`src/rtl/cacheline_adaptor_if.sv`:
```
// Cacheline adaptor bus: arbiter line port plus memory burst port in one bundle.
// Ports (adaptor view): read_i/write_i/address_i/line_i from arbiter, line_o/resp_o back;
//   burst_i/resp_i from memory, burst_o/address_o/read_o/write_o to memory.
interface cacheline_adaptor_if #(
  parameter int LINE_WIDTH  = 256,
  parameter int BURST_WIDTH = 64
) ();
  // Arbiter side
  logic                   read_i;
  logic                   write_i;
  logic [31:0]            address_i;
  logic [LINE_WIDTH-1:0]  line_i;
  logic [LINE_WIDTH-1:0]  line_o;
  logic                   resp_o;
  // Memory side
  logic [BURST_WIDTH-1:0] burst_i;
  logic [BURST_WIDTH-1:0] burst_o;
  logic [31:0]            address_o;
  logic                   read_o;
  logic                   write_o;
  logic                   resp_i;

  // The adaptor itself
  modport slave (
    input  read_i, write_i, address_i, line_i, burst_i, resp_i,
    output line_o, resp_o, burst_o, address_o, read_o, write_o
  );

  // Whatever drives the adaptor (arbiter + memory model)
  modport master (
    output read_i, write_i, address_i, line_i, burst_i, resp_i,
    input  line_o, resp_o, burst_o, address_o, read_o, write_o
  );
endinterface

```
`src/rtl/cacheline_adaptor.sv`:
```
// Cacheline adaptor: turns one 256-bit line read/write into a 4-beat 64-bit memory burst.
// Latency: request sampled at edge t, read_o/write_o from t+1, resp_o pulse at t+5 minimum.
// Backpressure: memory paces beats with resp_i (gaps allowed); arbiter holds its request until resp_o.
// Ports: clk, rst (sync, active-high), bus (cacheline_adaptor_if.slave); all outputs registered.
module cacheline_adaptor #(
  parameter int LINE_WIDTH  = 256,
  parameter int BURST_WIDTH = 64,
  parameter int BEATS       = 4
) (
  input  logic               clk,
  input  logic               rst,
  cacheline_adaptor_if.slave bus
);

  localparam int CW = (BEATS > 1) ? $clog2(BEATS) : 1;

  typedef enum logic [1:0] {IDLE, RD_BURST, WR_BURST, DONE} state_t;
  // Line viewed as an array of beats; index 0 is the low beat (little-endian order).
  typedef logic [BEATS-1:0][BURST_WIDTH-1:0] line_t;

  state_t                 state_q, state_d;
  logic [CW-1:0]          cnt_q, cnt_d;
  line_t                  lbuf_q, lbuf_d;
  line_t                  line_q, line_d;
  logic [31:0]            addr_q, addr_d;
  logic [BURST_WIDTH-1:0] burst_q, burst_d;
  logic                   read_q, read_d;
  logic                   write_q, write_d;
  logic                   resp_q, resp_d;
  logic                   last_beat;

  // Address low bits are cleared on latch; keep them visibly consumed.
  logic unused_addr_lo;
  assign unused_addr_lo = ^bus.address_i[4:0];

  assign last_beat = (cnt_q == CW'(BEATS - 1));

  always_comb begin
    state_d = state_q;
    cnt_d   = cnt_q;
    lbuf_d  = lbuf_q;
    line_d  = line_q;
    addr_d  = addr_q;
    case (state_q)
      IDLE: begin
        // Write wins when both requests are raised together.
        if (bus.write_i) begin
          state_d = WR_BURST;
          lbuf_d  = bus.line_i;
          addr_d  = {bus.address_i[31:5], 5'b0};
          cnt_d   = '0;
        end else if (bus.read_i) begin
          state_d = RD_BURST;
          addr_d  = {bus.address_i[31:5], 5'b0};
          cnt_d   = '0;
        end
      end
      RD_BURST: begin
        if (bus.resp_i) begin
          lbuf_d[cnt_q] = bus.burst_i;
          if (last_beat) begin
            state_d = DONE;
            cnt_d   = '0;
            // Separate output copy so a later write cannot disturb line_o.
            line_d  = lbuf_d;
          end else begin
            cnt_d = cnt_q + 1'b1;
          end
        end
      end
      WR_BURST: begin
        if (bus.resp_i) begin
          if (last_beat) begin
            state_d = DONE;
            cnt_d   = '0;
          end else begin
            cnt_d = cnt_q + 1'b1;
          end
        end
      end
      DONE:    state_d = IDLE;
      default: state_d = IDLE;
    endcase

    // Outputs are pure functions of the next state, registered below (Moore).
    read_d  = (state_d == RD_BURST);
    write_d = (state_d == WR_BURST);
    resp_d  = (state_d == DONE);
    burst_d = (state_d == WR_BURST) ? lbuf_d[cnt_d] : '0;
  end

  always_ff @(posedge clk) begin
    if (rst) begin
      state_q <= IDLE;
      cnt_q   <= '0;
      lbuf_q  <= '0;
      line_q  <= '0;
      addr_q  <= '0;
      burst_q <= '0;
      read_q  <= 1'b0;
      write_q <= 1'b0;
      resp_q  <= 1'b0;
    end else begin
      state_q <= state_d;
      cnt_q   <= cnt_d;
      lbuf_q  <= lbuf_d;
      line_q  <= line_d;
      addr_q  <= addr_d;
      burst_q <= burst_d;
      read_q  <= read_d;
      write_q <= write_d;
      resp_q  <= resp_d;
    end
  end

  assign bus.line_o    = line_q;
  assign bus.resp_o    = resp_q;
  assign bus.burst_o   = burst_q;
  assign bus.address_o = addr_q;
  assign bus.read_o    = read_q;
  assign bus.write_o   = write_q;

endmodule

```
`src/flat_wrapper.sv`:
```
// flat-port wrapper written by rule: the top's interface ports become plain ports
module cacheline_adaptor_flat 
#(
  parameter int LINE_WIDTH  = 256,
  parameter int BURST_WIDTH = 64,
  parameter int BEATS       = 4
)
  (clk, rst, bus_read_i, bus_write_i, bus_address_i, bus_line_i, bus_burst_i, bus_resp_i, bus_line_o, bus_resp_o, bus_burst_o, bus_address_o, bus_read_o, bus_write_o);
  cacheline_adaptor_if #(.LINE_WIDTH(LINE_WIDTH), .BURST_WIDTH(BURST_WIDTH)) bus_i ();
  input  logic clk;
  input  logic rst;
  input wire logic [$bits(bus_i.read_i)-1:0] bus_read_i;
  input wire logic [$bits(bus_i.write_i)-1:0] bus_write_i;
  input wire logic [$bits(bus_i.address_i)-1:0] bus_address_i;
  input wire logic [$bits(bus_i.line_i)-1:0] bus_line_i;
  input wire logic [$bits(bus_i.burst_i)-1:0] bus_burst_i;
  input wire logic [$bits(bus_i.resp_i)-1:0] bus_resp_i;
  output wire logic [$bits(bus_i.line_o)-1:0] bus_line_o;
  output wire logic [$bits(bus_i.resp_o)-1:0] bus_resp_o;
  output wire logic [$bits(bus_i.burst_o)-1:0] bus_burst_o;
  output wire logic [$bits(bus_i.address_o)-1:0] bus_address_o;
  output wire logic [$bits(bus_i.read_o)-1:0] bus_read_o;
  output wire logic [$bits(bus_i.write_o)-1:0] bus_write_o;
  assign bus_i.read_i = bus_read_i;
  assign bus_i.write_i = bus_write_i;
  assign bus_i.address_i = bus_address_i;
  assign bus_i.line_i = bus_line_i;
  assign bus_i.burst_i = bus_burst_i;
  assign bus_i.resp_i = bus_resp_i;
  assign bus_line_o = bus_i.line_o;
  assign bus_resp_o = bus_i.resp_o;
  assign bus_burst_o = bus_i.burst_o;
  assign bus_address_o = bus_i.address_o;
  assign bus_read_o = bus_i.read_o;
  assign bus_write_o = bus_i.write_o;
  cacheline_adaptor #(.LINE_WIDTH(LINE_WIDTH), .BURST_WIDTH(BURST_WIDTH), .BEATS(BEATS)) u_core (.clk(clk), .rst(rst), .bus(bus_i));
endmodule
```
`config.mk`:
```
export PLATFORM = sky130hd
export DESIGN_NAME = cacheline_adaptor_flat
export DESIGN_NICKNAME = d
export VERILOG_FILES = /design/src/rtl/cacheline_adaptor_if.sv /design/src/rtl/cacheline_adaptor.sv /design/src/flat_wrapper.sv
export SDC_FILE = /design/constraint.sdc
export NUM_CORES = 2
export LEC_CHECK = 0
export BUFFER_PORTS_ARGS = -buffer_cell sky130_fd_sc_hd__buf_2
export CORE_AREA = 2 2 280 282
export DETAILED_ROUTE_END_ITERATION = 7
export DIE_AREA = 0 0 282 284
export GPL_TIMING_DRIVEN = 0
export HOLD_SLACK_MARGIN = 0.1
export PLACE_DENSITY_LB_ADDON = 0.15
export REMOVE_ABC_BUFFERS = 1
export SYNTH_ARGS = -nofsm -noshare
export SYNTH_HDL_FRONTEND = slang
export SYNTH_SLANG_ARGS = --single-unit
```
`constraint.sdc`:
```
create_clock -name clk -period 1.93 [get_ports clk]
set_input_delay 0.193 -clock clk [delete_from_list [all_inputs] [get_ports clk]]
set_output_delay 0.193 -clock clk [all_outputs]
set_load 0.01 [all_outputs]
```
==> flow_metrics.env <==
export IMPL_grt_pass1_vias=29790
export IMPL_fin_crit_sh_pct=120.4
export IMPL_violations="setup timing"
export IMPL_htreeDepth=3
export IMPL_synth_xor_area_share_pct=0
export IMPL_detail_route_antenna_nets=0
export IMPL_power_density_mw_per_mm2=837.7
export IMPL_synth_edf_count=0
export IMPL_die_h_um=284
export IMPL_track_usage_pct=32.30
export IMPL_grt_max_degree=139
export IMPL_critPathArrivalTime_ns=2.80
export IMPL_wl_per_cell_um=28.57
export IMPL_synth_compound_area_share_pct=17.97
export IMPL_finalSetupViolations=484
export IMPL_syn_area_per_cell_sq_um=9.503
export IMPL_port_buffers=701
export IMPL_antenna_found_initial=15
export IMPL_cts_tree="yes"
export IMPL_wl_um=156100
export IMPL_overflow=0
export IMPL_clockRootBuffer="clkbuf_16"
export IMPL_crit_type="register to register"
export IMPL_gp_congestion=0.8002
export IMPL_core_area_sq_mm=0.07696
export IMPL_nFillCells=6433
export IMPL_hold_path_class="primary input to register"
export IMPL_final_cells=5465
export IMPL_cts_buffers=74
export IMPL_cp_start_kind="register"
export IMPL_start_util_pct=41.55
export IMPL_dp_slack_ns=-1.823
export IMPL_ys_seq_elements=610
export IMPL_tns_ns=-52.14
export IMPL_synth_cells=3365
export IMPL_synth_flop_cell="dfxtp_1"
export IMPL_critPathCaptureType="register"
export IMPL_syn_area_sq_mm=0.03198
export IMPL_final_max_slew_viol_count=0
export IMPL_dp_cells=4769
export IMPL_fmax_ghz=0.4304
export IMPL_hold_viol_final=0
export IMPL_clock_latency_ns=0.61
export IMPL_fin_nets=4729
export IMPL_synth_top_family_by_area="multiplexers"
export IMPL_pin_count=712
export IMPL_synthMuxAreaShare_pct=28.95
export IMPL_drt_initial_drc_count=3030
export IMPL_status="complete, but fails checks"
export IMPL_fin_ws_ns=-0.3935
export IMPL_core_rowCount=102
export IMPL_slew_headroom_pct=19.38
export IMPL_period_needed_ns=2.324
export IMPL_routed_via_density=5.927
export IMPL_max_cap_violations=0
export IMPL_synth_distinct_cells=39
export IMPL_ys_seq_area_share_pct=38.19
export IMPL_post_route_util_pct=62.25
export IMPL_drc=0
export IMPL_ys_warnings_count=0
export IMPL_post_dp_hpwl_um=71240
export IMPL_cts_sinks=610
export IMPL_rsz0062_at_grt="yes"
export IMPL_leakage_nw=20.23
export IMPL_critPathMaxFanout=5
export IMPL_tightest_slew_ns=1.209
export IMPL_route_vias_total=32390
export IMPL_area_growth_pct=49.80
export IMPL_vdd_drop_max_mv=0.6243
export IMPL_async_flop_share_pct=0
export IMPL_synthAdderAreaFrac_pct=0.3130
export IMPL_crit_required_ns=2.40
export IMPL_regArea_sq_mm=0.01223
export IMPL_die_w_um=282
export IMPL_skew_ns=0.02429
export IMPL_grt_pass1_wl_um=195800
export IMPL_clk_path_buf_depth=3
export IMPL_firstDrtPassIters=5
export IMPL_layout_drive_gt1_share_pct=37.88
export IMPL_design_die_area_sq_mm=0.08009
export IMPL_path_clk_slew_ns=0.06
export IMPL_yosys_area_share_simple_pct=9.160
export IMPL_multi_input_area_sq_mm=0.01986
## flip-flops by register name, summed over array words and instances, names as in the netlist
register and flops:
u_core.bus.line_o 256, u_core.lbuf_q 256, u_core.bus.burst_o 64, u_core.bus.address_o 27, u_core.cnt_q 2, u_core.state_q 2, u_core.bus.read_o 1, u_core.bus.resp_o 1
u_core.bus.write_o 1
## cell usage after synthesis (4+ instances only)
library cell / instances / area [sq um]
a211oi_1: 255 / 1914
a21oi_1: 30 / 150.1
a22oi_1: 255 / 1914
buf_1: 84 / 315.3
buf_2: 118 / 590.6
buf_4: 16 / 120.1
buf_6: 6 / 67.56
clkbuf_1: 159 / 596.8
dfxtp_1: 610 / 12210
ha_1: 8 / 100.1
inv_1: 6 / 22.52
mux2_2: 254 / 2860
mux2i_1: 639 / 6396
nand2_1: 56 / 210.2
nand2_2: 5 / 31.28
nand2b_1: 4 / 25.02
nor2_1: 259 / 972.2
nor2b_1: 257 / 1608
o21ai_0: 170 / 850.8
o21ai_1: 88 / 440.4
o22ai_1: 64 / 400.4
## repair_timing
action	in CTS	in global routing
cloned	47	83
hold buffers	304	1
endpoints found under the hold margin	499	1
pin swaps	79	122
resized for setup	212	333
setup endpoints to repair	609	549
setup buffers	81	49
## layer usage
metal	GRT usage, %	share of wire, %
met1	39.87	39
met2	53.62	46
met3	6.644	8.9
met4	15.03	5.5
met5	0	0.070
## final cells by class
class                           count  share of cell area, %
Multi-Input combinational cell   2377                  41.45
Sequential cell                   610                  25.52
Antenna cell                        8                0.04179
Tap cell                         1040                  2.716
Clock inverter                     18                 0.2821
Inverter                            7                 0.1071
Timing Repair Buffer             1293                  25.33
Timing Repair inverter              1                0.04179
Clock buffer                      111                  4.513
## stage by stage
stage	hold slack (ns)	total power, W	area [sq um]
global placement	0.4389	0.01971	35100
global route	0.1074	0.04138	47900
CTS	0.1007	0.03868	44470
detailed placement	0.4404	0.02219	36410
finish	0.08625	0.04013	47900
floorplan	0.2621	0.01906	30290
## report_power, final
| group | switching, W | internal, W | total [W] |
|---|---|---|---|
| logic | 0.00636 | 0.00583 | 0.0122 |
| clock network | 0.00588 | 0.00786 | 0.0137 |
| registers | 0.000740 | 0.0135 | 0.0142 |
| total | 0.0130 | 0.0272 | 0.0401 |
## cells by family (layout without fill, tap and decap cells)
kind of cell | Yosys count | after routing
adders and majority gates | 8 | 8
other | 1 | 13
muxes | 893 | 893
and+or+nand+nor | 590 | 600
AOI/OAI and AO/OA | 871 | 871
buffers and inverters | 392 | 1430
DFF | 610 | 610
## worst max-delay path, cell delays in order (launching register included)
cell	delay, ns
dfxtp_4	0.37
inv_4	0.05
ha_4	0.17
buf_16	0.14
buf_16	0.13
nand3b_1	0.16
a32oi_2	0.31
nor4_4	0.09
buf_4	0.18
nand2b_4	0.17
buf_12	0.17
clkbuf_16	0.17
o22ai_2	0.06
## path summary, 6_finish.rpt
path	start	endpoint	slack, ns	cells after the start
worst max register to register	u_core.state_q[0]	u_core.bus.burst_o[49]	-0.39	12
worst min register to register	u_core.bus.address_o[27]	u_core.bus.address_o[27]	0.45	2
worst max-delay path	u_core.state_q[0]	u_core.bus.burst_o[49]	-0.39	12
worst min-delay path	bus_line_i[113]	u_core.lbuf_q[113]	0.09	5
## layout by cell type, fill, tap and decap left out, types with 21 or more instances in the layout
| cell type | synthesis | routed |
|---|---|---|
| mux2i_1 | 639 | 622 |
| clkbuf_1 | 159 | 21 |
| a211oi_1 | 255 | 183 |
| buf_6 | 6 | 33 |
| nand2_1 | 56 | 56 |
| o21ai_2 | 1 | 32 |
| nor2b_1 | 257 | 251 |
| a22oi_2 | 0 | 83 |
| dlygate4sd3_1 | 0 | 303 |
| mux2_2 | 254 | 254 |
| dfxtp_1 | 610 | 606 |
| buf_2 | 118 | 699 |
| clkbuf_16 | 0 | 129 |
| o22ai_2 | 0 | 38 |
| buf_4 | 16 | 64 |
| buf_16 | 0 | 76 |
| a22oi_1 | 255 | 172 |
| o21ai_0 | 170 | 90 |
| nor2_1 | 259 | 234 |
| a21oi_1 | 30 | 30 |
| buf_12 | 0 | 41 |
| a211oi_2 | 0 | 72 |
| o21ai_1 | 88 | 137 |
Note: power is estimated with default switching activity, not from simulation.
